## src/rtl/snail_pkg.sv

```systemverilog
// Shared defaults and output-slot state encoding
// for the windowed match counter.
package snail_pkg;

  localparam int WIN_DEF = 8;
  localparam int CW_DEF  = 4;

  typedef enum logic {
    EMPTY = 1'b0,
    FULL  = 1'b1
  } slot_e;

endpackage

```

## src/rtl/snail_win_timer.sv

```systemverilog
// Window position counter; flags the enabled
// edge that closes the current window.
module snail_win_timer
  import snail_pkg::*;
#(
  parameter int WIN = WIN_DEF
) (
  input  logic clk,
  input  logic _rst,
  input  logic en,
  input  logic clr,
  output logic win_end
);

  localparam int WW = (WIN > 1) ? $clog2(WIN) : 1;
  localparam logic [WW-1:0] LAST = WW'(WIN - 1);

  logic [WW-1:0] r_win_cnt;

  assign win_end = en && (r_win_cnt == LAST);

  always_ff @(posedge clk or negedge _rst) begin
    if (!_rst) begin
      r_win_cnt <= '0;
    end else if (clr) begin
      r_win_cnt <= '0;
    end else if (win_end) begin
      r_win_cnt <= '0;
    end else if (en) begin
      r_win_cnt <= r_win_cnt + WW'(1);
    end
  end

endmodule

```

## src/rtl/snail_match_counter.sv

```systemverilog
// Counts detector matches per window and parks
// the result in a one-deep handshake slot.
module snail_match_counter
  import snail_pkg::*;
#(
  parameter int WIN = WIN_DEF,
  parameter int CW  = CW_DEF
) (
  input  logic          clk,
  input  logic          _rst,
  input  logic          Q,
  input  logic          en,
  input  logic          clr,
  input  logic          cnt_rdy,
  output logic [CW-1:0] cnt,
  output logic          cnt_vld,
  output logic          sat,
  output logic          ovf
);

  localparam logic [CW-1:0] MAX = '1;

  logic          w_win_end;
  logic          w_inc;
  logic          w_acc_max;
  logic          w_sat_hit;
  logic [CW-1:0] w_result;

  logic [CW-1:0] r_acc;
  logic [CW-1:0] r_cnt;
  logic          r_cnt_vld;
  logic          r_sat;
  logic          r_ovf;
  slot_e         r_state;

  snail_win_timer #(
    .WIN (WIN)
  ) u_timer (
    .clk     (clk),
    ._rst    (_rst),
    .en      (en),
    .clr     (clr),
    .win_end (w_win_end)
  );

  assign w_inc     = en & Q;
  assign w_acc_max = (r_acc == MAX);
  assign w_sat_hit = w_inc & w_acc_max;

  // Result includes the match seen on the closing edge itself.
  assign w_result = (w_inc && !w_acc_max) ?
                    r_acc + CW'(1) : r_acc;

  always_ff @(posedge clk or negedge _rst) begin
    if (!_rst) begin
      r_acc <= '0;
    end else if (clr || w_win_end) begin
      r_acc <= '0;
    end else begin
      r_acc <= w_result;
    end
  end

  always_ff @(posedge clk or negedge _rst) begin
    if (!_rst) begin
      r_state   <= EMPTY;
      r_cnt     <= '0;
      r_cnt_vld <= 1'b0;
      r_sat     <= 1'b0;
      r_ovf     <= 1'b0;
    end else if (clr) begin
      r_state   <= EMPTY;
      r_cnt     <= '0;
      r_cnt_vld <= 1'b0;
      r_sat     <= 1'b0;
      r_ovf     <= 1'b0;
    end else begin
      if (w_sat_hit) begin
        r_sat <= 1'b1;
      end
      unique case (r_state)
        EMPTY: begin
          if (w_win_end) begin
            r_cnt     <= w_result;
            r_cnt_vld <= 1'b1;
            r_state   <= FULL;
          end
        end
        FULL: begin
          // Unconsumed result wins; new one is dropped.
          if (w_win_end) begin
            if (cnt_rdy) begin
              r_cnt <= w_result;
            end else begin
              r_ovf <= 1'b1;
            end
          end else if (cnt_rdy) begin
            r_cnt_vld <= 1'b0;
            r_state   <= EMPTY;
          end
        end
      endcase
    end
  end

  assign cnt     = r_cnt;
  assign cnt_vld = r_cnt_vld;
  assign sat     = r_sat;
  assign ovf     = r_ovf;

endmodule

```

## config.mk

```make
export PLATFORM = sky130hd
export DESIGN_NAME = snail_match_counter
export DESIGN_NICKNAME = d
export VERILOG_FILES = /design/src/rtl/snail_pkg.sv /design/src/rtl/snail_win_timer.sv /design/src/rtl/snail_match_counter.sv
export SDC_FILE = /design/constraint.sdc
export NUM_CORES = 1
export LEC_CHECK = 0
export ABC_AREA = 1
export BUFFER_PORTS_ARGS = -buffer_cell sky130_fd_sc_hd__clkbuf_2
export CAP_MARGIN = 20
export CORE_ASPECT_RATIO = 1.25
export CORE_UTILIZATION = 25
export CTS_CLUSTER_DIAMETER = 40
export DETAILED_ROUTE_END_ITERATION = 10
export PLACE_DENSITY = 0.51
export SETUP_SLACK_MARGIN = 0.05
export SLEW_MARGIN = 30
export SYNTH_ARGS = -nofsm -noshare
export SYNTH_HDL_FRONTEND = slang
export SYNTH_HIERARCHICAL = 1
export SYNTH_SLANG_ARGS = --single-unit
```

## constraint.sdc

```tcl
create_clock -name clk -period 1.9 [get_ports clk]
set_input_delay 0.19 -clock clk [delete_from_list [all_inputs] [get_ports clk]]
set_output_delay 0.19 -clock clk [all_outputs]
set_load 0.02 [all_outputs]
```

[Yosys cells after proc, flatten, opt, wreduce, memory -nomap -nowiden]
Index checks and enable logic that the tools add are counted.
Storage, ports and cells
  bits of input ports: 6
  output and inout port bits: 7
  register bits after elaboration: 15
  word-level logic and storage cells: 56
Operators by class
  $add $sub $neg: 2
  muxes and demuxes: 26
  equal/unequal tests: 7
  bitwise logic cells: 3
  reductions and logical operators: 11
Operator list (count)
  $mux W4: 6
  $mux W1: 14
  $ne A3 B3 Y1 const B: 4
  $mux W3: 3
  $reduce_and A3 Y1: 3
  $pmux W4 S2: 1
  $reduce_bool A2 Y1: 3
  $add A4 B1 Y4 const B: 1
  $eq A4 B4 Y1 const B: 1
  $pmux W1 S2: 2
  $add A3 B1 Y3 const B: 1
  $eq A3 B3 Y1 const B: 1
  $reduce_bool A3 Y1: 1
  $and A1 B1 Y1: 2
  $logic_and A1 B1 Y1: 2
  $ne A2 B2 Y1 const B: 1
  $logic_not A1 Y1: 1
  $logic_or A1 B1 Y1: 1
  $not A1 Y1: 1

[Depth between registers and ports, before layout]
Gate-level depths: netlist (run 1).
  depth in word-level cells: 8
  mapped depth: 10
  mapped depth without buffers: 10

[Hierarchy]
Netlist (run 1), hierarchy kept.
Modules (own cells, without submodules)
  snail_match_counter: cells each 72, area an instance 588.1 um2, instances 1, sequential area each 300.3 um2
  snail_win_timer: cells each 19, area an instance 161.4 um2, instances 1, sequential area each 75.1 um2

[Least setup slack after synthesis (run 1)]
No wires, ideal clock.
  path type: flip-flop to flip-flop
  start point: reg u_timer.r_win_cnt[0]
  end point: reg r_cnt[0], in the netlist cnt[0]
  buffers on the path: 0
  period minus slack after synthesis: 1259 ps
  data arrival time: 1194 ps
  path slack: 641 ps
  setup time: 65 ps
  data required time: 1835 ps
  stages on the path, launching flop included: 10
  cells stage by stage: dfrtp_1 > ha_1 > ha_1 > nand2_1 > inv_1 > inv_2 > nand2_2 > nand2_1 > nand2_1 > nand2_1
On the way
  cells in the longest elaborated chain, start to end: 4
  elaborated cells on any way between the ends: 5
  those cells by class: eq/ne: 3; reduce/logical: 2
RTL lines
  from (decl): RTL line snail_win_timer.sv:18  | logic [WW-1:0] r_win_cnt;
  from (signal assigned): RTL line snail_win_timer.sv:30  | r_win_cnt <= r_win_cnt + WW'(1);
  $eq A3 B3 Y1 *: RTL line snail_win_timer.sv:20  | assign win_end = en && (r_win_cnt == LAST);
  $logic_and A1 B1 Y1 *: RTL line snail_win_timer.sv:20
  via w_win_end: RTL line snail_match_counter.sv:23  | logic w_win_end;
  $ne A3 B3 Y1 (no source line)
  $reduce_and A3 Y1 (no source line) *
  to (signal assigned): RTL line snail_match_counter.sv:84  | r_cnt <= w_result;
  to (signal assigned): RTL line snail_match_counter.sv:93  | r_cnt <= w_result;
  to (decl): RTL line snail_match_counter.sv:30  | logic [CW-1:0] r_cnt;
The timed path passes the listed nets; every way through them passes the cells marked *.
A chain may end at the register's enable or synchronous reset.

[Final worst setup path (run 1)]
Ends and elaborated chain as after synthesis.

==> results of run 1 <==
[cell families (layout without fill, tap and decap cells)]
kind of cell	count (synthesis)	after routing	share of synthesized area, %
AND/OR/NAND/NOR	58	58	35.56
buffers and inverters	12	29	6.010
adder cells (fa/ha/maj)	3	3	5.009
AO/OA/AOI/OAI	3	3	3.340
flip-flops	15	15	50.08
[layer usage]
metal / GRT usage [%] / part of all wire, % / up-vias
li1: - / - / 321
met1: 10.81 / 42 / 279
met2: 19.08 / 55 / 7
met3: 1.449 / 1.7 / 2
met4: 5.556 / 0.84 / 0
met5: 0 / 0 / -
[path summary, 6_finish.rpt]
check                      cells past startpoint  slack, ns            endpoint                        startpoint
setup / recovery                               9       0.50  cnt[0]$_DFFE_PN0P_  u_timer/r_win_cnt[0]$_DFFE_PN0P_
hold / removal                                 2       0.18     sat$_DFFE_PN0P_                               clr
setup reg to reg                               9       0.50  cnt[0]$_DFFE_PN0P_  u_timer/r_win_cnt[0]$_DFFE_PN0P_
hold reg to reg                                2       0.49  cnt[1]$_DFFE_PN0P_                cnt[1]$_DFFE_PN0P_
max in group asynchronous                      2       1.27     sat$_DFFE_PN0P_                              _rst
min in group asynchronous                      2       0.35   r_state$_DFF_PN0_                              _rst
[sequential cells by signal, summed over array words and instances, names as in the netlist]
register / flops
r_acc: 4
u_timer/r_win_cnt: 3
cnt: 4
sat: 1
cnt_vld: 1
ovf: 1
r_state: 1
[placed cells by master, fill, tap and decap left out, drive strengths merged]
cell | netlist | final
clkinv | 1 | 2
dfrtp | 15 | 15
nand3 | 8 | 8
nand4 | 2 | 2
o211ai | 1 | 1
ha | 3 | 3
nand3b | 1 | 1
inv | 11 | 11
nand2 | 34 | 34
a21o | 1 | 1
a22o | 1 | 1
nor2 | 13 | 13
dlygate4sd3 | 0 | 1
clkbuf | 0 | 15
[through the flow]
stage / area, sq um / hold slack, ns / worst slack (ns) / power [W]
6_report: 889.6 / 0.1819 / 0.5008 / 0.0005521
5_1_grt: 889.6 / 0.1950 / 0.3376 / 0.0005858
4_1_cts: 889.6 / 0.1777 / 0.4690 / 0.0005668
3_5_place_dp: 852.1 / 0.1261 / 0.4950 / 0.0003878
3_3_place_gp: 852.1 / 0.1281 / 0.5172 / 0.0003871
2_1_floorplan: 749.5 / -0.1056 / 0.6410 / 0.0003649
[power breakdown]
group	internal [W]	switching [W]
Sequential	0.000326	0.00000532
Clock	0.0000780	0.0000933
Combinational	0.0000170	0.0000329
[layout make-up]
class / count / area share (%)
clock buffers: 3 / 2.532
clock inverters: 1 / 0.5626
inverters: 12 / 5.063
multi-input cells: 64 / 36.99
flip-flops and latches: 15 / 42.19
well taps: 34 / 4.782
repair buffers: 13 / 7.876
==> metrics.md, run 1 <==
| Metric | Value |
|---|---|
| Area delta synth->final | `18.70%` |
| Most used DFF post-synth | `dfrtp_1` |
| Worst Path Arrival | `1.62 ns` |
| Routed Antenna Nets | `0` |
| Cell mode on critical path | `nand2_1` |
| RSZ-0062 raised after global routing | `no` |
| Post-layout util | `32.24%` |
| Register area | `375.4 sq um` |
| Initial Util | `27.17%` |
| Max-cap violations | `0` |
| Remaining Overflow, GRT | `0` |
| Cell family with the largest share of critical-path delay | `simple AND/OR/NAND/NOR gates` |
| Crit-path max FO | `5` |
| Largest area contributor in the netlist | `dfrtp_1` |
| H-tree Lvls | `1` |
| Worst Tran Pin Value | `0.3734 ns` |
| Initial DRC Count | `11` |
| Core outline area | `2759 sq um` |
| CTS hold repair buffers | `1` |
| Post-synth EDFFs | `0` |
| Final #Nets | `118` |
| Ranking of synthesized cells by area | `dfrtp_1, nand2_1, ha_1` |
| DR vias/cell | `4.289` |
| Slew Viols, Final | `0` |
| TritonRoute pass-1 iters | `4` |
| FFs w/ async S/R, synth | `100.0%` |
| HPWL Detailed | `1.191 mm` |
| VDD IR-drop max | `0.3777 mV` |
| Mapped cell area | `749.5 sq um` |
| Die Wd | `50.97 microns` |
| Root buffer cell | `clkbuf_4` |
| Startpoint types | `flip-flop` |
| Syn nets | `100` |
| Critical-path top delay cell | `dfrtp_1` |
| Worst path required time | `2.12 ns` |
| I/O Buffers | `12` |
| Final WL | `1.437 mm` |
| Die area | `3222 sq um` |
| Most frequent cell after synthesis | `nand2_1` |
| Initial antenna violation count | `0` |
| DRC | `0` |
| Multi-input logic area | `329.1 sq um` |
| Classification of the worst setup path | `reg -> reg` |
| Achievable frequency | `0.7147 GHz` |
| WP buf/inv | `2` |
| Critical Path End Type | `flip-flop` |
| Vias in the first global route | `640` |
| Avg Synthesized Cell Area | `8.236 sq um` |
| Post-cts gate resize count | `0` |
| Leakage | `0.4979 nW` |
| Share of post-route cells with drive strength above 1 | `29.63%` |
| Antenna Cells | `0` |
| Yosys reg bits | `15` |
| Synth Instances | `91` |
| CTS clk-pin slew, worst paths | `0.09 ns` |
| Crit-path cells | `ha_1 -> ha_1 -> nand2_1 -> inv_1 -> inv_2 -> nand2_2 -> nand2_1 -> nand2_1 -> nand2_1` |
| Largest net degree at the start of global routing | `16` |
| Synth unique cells | `16` |
| Post-CTS Setup Inserts | `0` |
| Clk buf depth | `2` |
| # fillers | `310` |
| Inst Count DP | `137` |
| Slew headroom | `75.11%` |
| Post-synth top cells | `nand2_1, dfrtp_1, inv_1, nand3_1, nor2_1` |
| DR WL/cell | `10.12 microns` |
| Vias | `609` |
| Num rows | `21` |
| Total CTS buffers | `3` |
| Final min period | `1.399 ns` |
| Finished Layout Cells | `142` |
| Die height | `63.22 microns` |
| P per Cell Area | `620.7 nW/um^2` |
| Final worst-path cycle share | `73.64%` |
| Clk_skew | `0.009726 ns` |
| Gr usage total | `10.34%` |
| IO Pins | `13` |
| Clock Latency Late Sink | `0.28 ns` |
| Register area share after synthesis | `50.08%` |
| Clock sinks | `15` |
| First-pass GRT wire length | `2.532 mm` |
| Final Hold Fails | `0` |
| Hold Path Class | `in -> reg` |
| Status | `finished, final reports clean` |
| Gpl congestion | `0.7725` |
| CTS tree | `yes` |
| Final setup fails | `0` |
| Crit path largest cell delay | `0.40 ns` |
| Synth warn | `6` |
| Fin Setup TNS | `0 ns` |
| Post-synth top area share | `50.08%` |
Power figures use the tool's default switching activity.
==> run 2: changes to the inputs <==
--- a/config.mk
+++ b/config.mk
@@ -12,7 +12,7 @@
 export CORE_UTILIZATION = 25
 export CTS_CLUSTER_DIAMETER = 40
 export DETAILED_ROUTE_END_ITERATION = 10
-export PLACE_DENSITY = 0.51
+export PLACE_DENSITY = 0.52
 export SETUP_SLACK_MARGIN = 0.05
 export SLEW_MARGIN = 30
 export SYNTH_ARGS = -nofsm -noshare
==> constraint.sdc (replaced) <==
create_clock -name clk -period 1.2 [get_ports clk]
set_input_delay 0.12 -clock clk [delete_from_list [all_inputs] [get_ports clk]]
set_output_delay 0.12 -clock clk [all_outputs]
set_load 0.02 [all_outputs]
==> run 2 against run 1 <==
Effect of this change: critical endpoint is now cnt[3]$_DFFE_PN0P_; wire length shrank 1.7%; the run now ends with setup timing left; largest power group unchanged; maximum frequency grew 7.1%; clock power grew 63%; sequential power grew 58%; register-to-register slack lost 0.61 ns.
==> metrics.md, run 2 (synthesized netlist as in run 1, its figures left out) <==
| Metric | Value |
|---|---|
| First-pass GRT wire length | `2.553 mm` |
| Final WL | `1.412 mm` |
| Gpl congestion | `0.7126` |
| Gr usage total | `10.07%` |
| Routed Antenna Nets | `0` |
| Worst setup startpoint | `u_timer/r_win_cnt[0]$_DFFE_PN0P_` |
| Worst Tran Pin Value | `0.3563 ns` |
| DRC | `0` |
| Clk_skew | `0.005378 ns` |
| Worst path required time | `1.42 ns` |
| Worst Path Arrival | `1.53 ns` |
| Place WS | `-0.1188 ns` |
| # fillers | `292` |
| HPWL Detailed | `1.131 mm` |
| Achievable frequency | `0.7656 GHz` |
| Failing checks | `setup timing` |
| Remaining Overflow, GRT | `0` |
| Die height | `63.22 microns` |
| Reg-to-Reg End | `cnt[3]$_DFFE_PN0P_` |
| Setup ws final | `-0.1062 ns` |
| Critical R2R Launch | `u_timer/r_win_cnt[0]$_DFFE_PN0P_` |
| Largest net degree at the start of global routing | `16` |
| Core outline area | `2759 sq um` |
| Commonest cells after routing, fill and taps aside | `nand2_1, dfrtp_1, clkbuf_2` |
| CTS clk-pin slew, worst paths | `0.09 ns` |
| Status | `finished with violations` |
| Antenna Cells | `0` |
| RSZ-0062 raised after global routing | `yes` |
| Die Wd | `50.97 microns` |
| Total CTS buffers | `3` |
| Clock Latency Late Sink | `0.28 ns` |
| Initial antenna violation count | `0` |
| Die area | `3222 sq um` |
| Classification of the worst setup path | `reg -> reg` |
| Reg2Reg Depth | `10` |
| Share of post-route cells with drive strength above 1 | `40.87%` |
| Num rows | `21` |
| Slew headroom | `76.25%` |
| Slew Viols, Final | `0` |
| Commonest non-fill, non-tap cell in the layout | `nand2_1` |
| Initial Util | `27.17%` |
| Switching power | `0.0002221 W` |
| Register area | `375.4 sq um` |
| CTS tree | `yes` |
| Initial DRC Count | `15` |
| Crit-path max FO | `4` |
| Critical Path End Type | `flip-flop` |
| Max-cap violations | `0` |
| Leakage | `0.5241 nW` |
| Seq pwr share | `57.5%` |
| H-tree Lvls | `1` |
| Switching Share | `24.37%` |
| Hold Crit Depth | `2` |
| IO Pins | `13` |
| Final min period | `1.306 ns` |
| Final setup fails | `7` |
| DP Area | `904.6 sq um` |
| Vias | `641` |
| Combinational share of power | `11.8%` |
| DR WL/cell | `9.477 microns` |
| Area delta synth->final | `34.89%` |
| Clk pwr share | `30.6%` |
| Clk buf depth | `2` |
| Fin Setup TNS | `-0.5383 ns` |
| Final Hold Fails | `0` |
| Hold Path Class | `in -> reg` |
| Final Instance Area | `1011 sq um` |
| Vias in the first global route | `647` |
| R2R setup slack | `-0.11 ns` |
| Clock sinks | `15` |
| I/O Buffers | `12` |
| Multi-input logic area | `396.6 sq um` |
| Final worst-path cycle share | `108.9%` |
| DR vias/cell | `4.302` |
| P per Cell Area | `901.4 nW/um^2` |
| Crit path capture | `cnt[3]$_DFFE_PN0P_` |
| TritonRoute pass-1 iters | `4` |
| Final #Nets | `125` |
| Internal power | `0.0006893 W` |
| Startpoint types | `flip-flop` |
| Root buffer cell | `clkbuf_4` |
| VDD IR-drop max | `0.6293 mV` |
==> run 2: per-layer routing <==
layer / vias to the layer above / global-route usage (%) / part of all wire, %
li1: 331 / - / -
met2: 10 / 17.93 / 51
met4: 0 / 4.167 / 0
met3: 0 / 0.7246 / 2.3
met1: 300 / 12.10 / 47
met5: - / 0 / 0
==> run 2: worst min path at each step <==
stage	start	endpoint	slack, ns
2_1_floorplan	_rst	cnt[0]$_DFFE_PN0P_	-0.18
3_3_place_gp	_rst	cnt[0]$_DFFE_PN0P_	0.05
3_5_place_dp	_rst	cnt[1]$_DFFE_PN0P_	0.06
4_1_cts	clr	sat$_DFFE_PN0P_	0.12
5_1_grt	clr	sat$_DFFE_PN0P_	0.13
6_report	clr	sat$_DFFE_PN0P_	0.13
==> run 2: cell type report <==
cell class              count  share of cell area [%]
multi-input cells          64                   39.23
flip-flops and latches     15                   37.13
repair buffers             20                   12.13
well taps                  34                   4.208
clock buffers               4                   2.599
inverters                  12                   4.703
==> run 2: through the flow <==
stage | total power (W) | utilization, % | cells | hold WS, ns
after CTS | 0.0009205 | 34.92 | 147 | 0.1170
after global placement | 0.0006231 | 32.79 | 141 | 0.04907
after global routing | 0.0009749 | 36.64 | 149 | 0.1319
after floorplan | 0.0005800 | - | 91 | -0.1756
final | 0.0009113 | 36.64 | 149 | 0.1297
after detailed placement | 0.0006268 | 32.79 | 141 | 0.05696
==> run 2: worst max-delay path, cell delays in order (launching register included) <==
cell	delay [ns]
dfrtp_1	0.36
ha_2	0.19
ha_4	0.13
nand2_2	0.04
inv_2	0.08
inv_4	0.05
nor2_4	0.08
inv_2	0.05
nor2_4	0.11
nand3_1	0.09
nand2_1	0.07
==> run 2: power groups by stage <==
stage	clock (W)	sequential, W	combinational, W
final	0.000279	0.000524	0.000108
after global routing	0.000324	0.000526	0.000124
after CTS	0.000296	0.000522	0.000103
after detailed placement	0	0.000532	0.0000945
after global placement	0	0.000532	0.0000914
after floorplan	0	0.000533	0.0000471
==> run 2: what timing repair did <==
| item | CTS | global route |
|---|---|---|
| setup buffers | 1 | 2 |
| pin swaps | 3 | 6 |
| hold endpoints to repair | 15 | 0 |
| gates resized for setup | 5 | 7 |
| setup endpoints to repair | 11 | 13 |
| hold buffers | 1 | 0 |
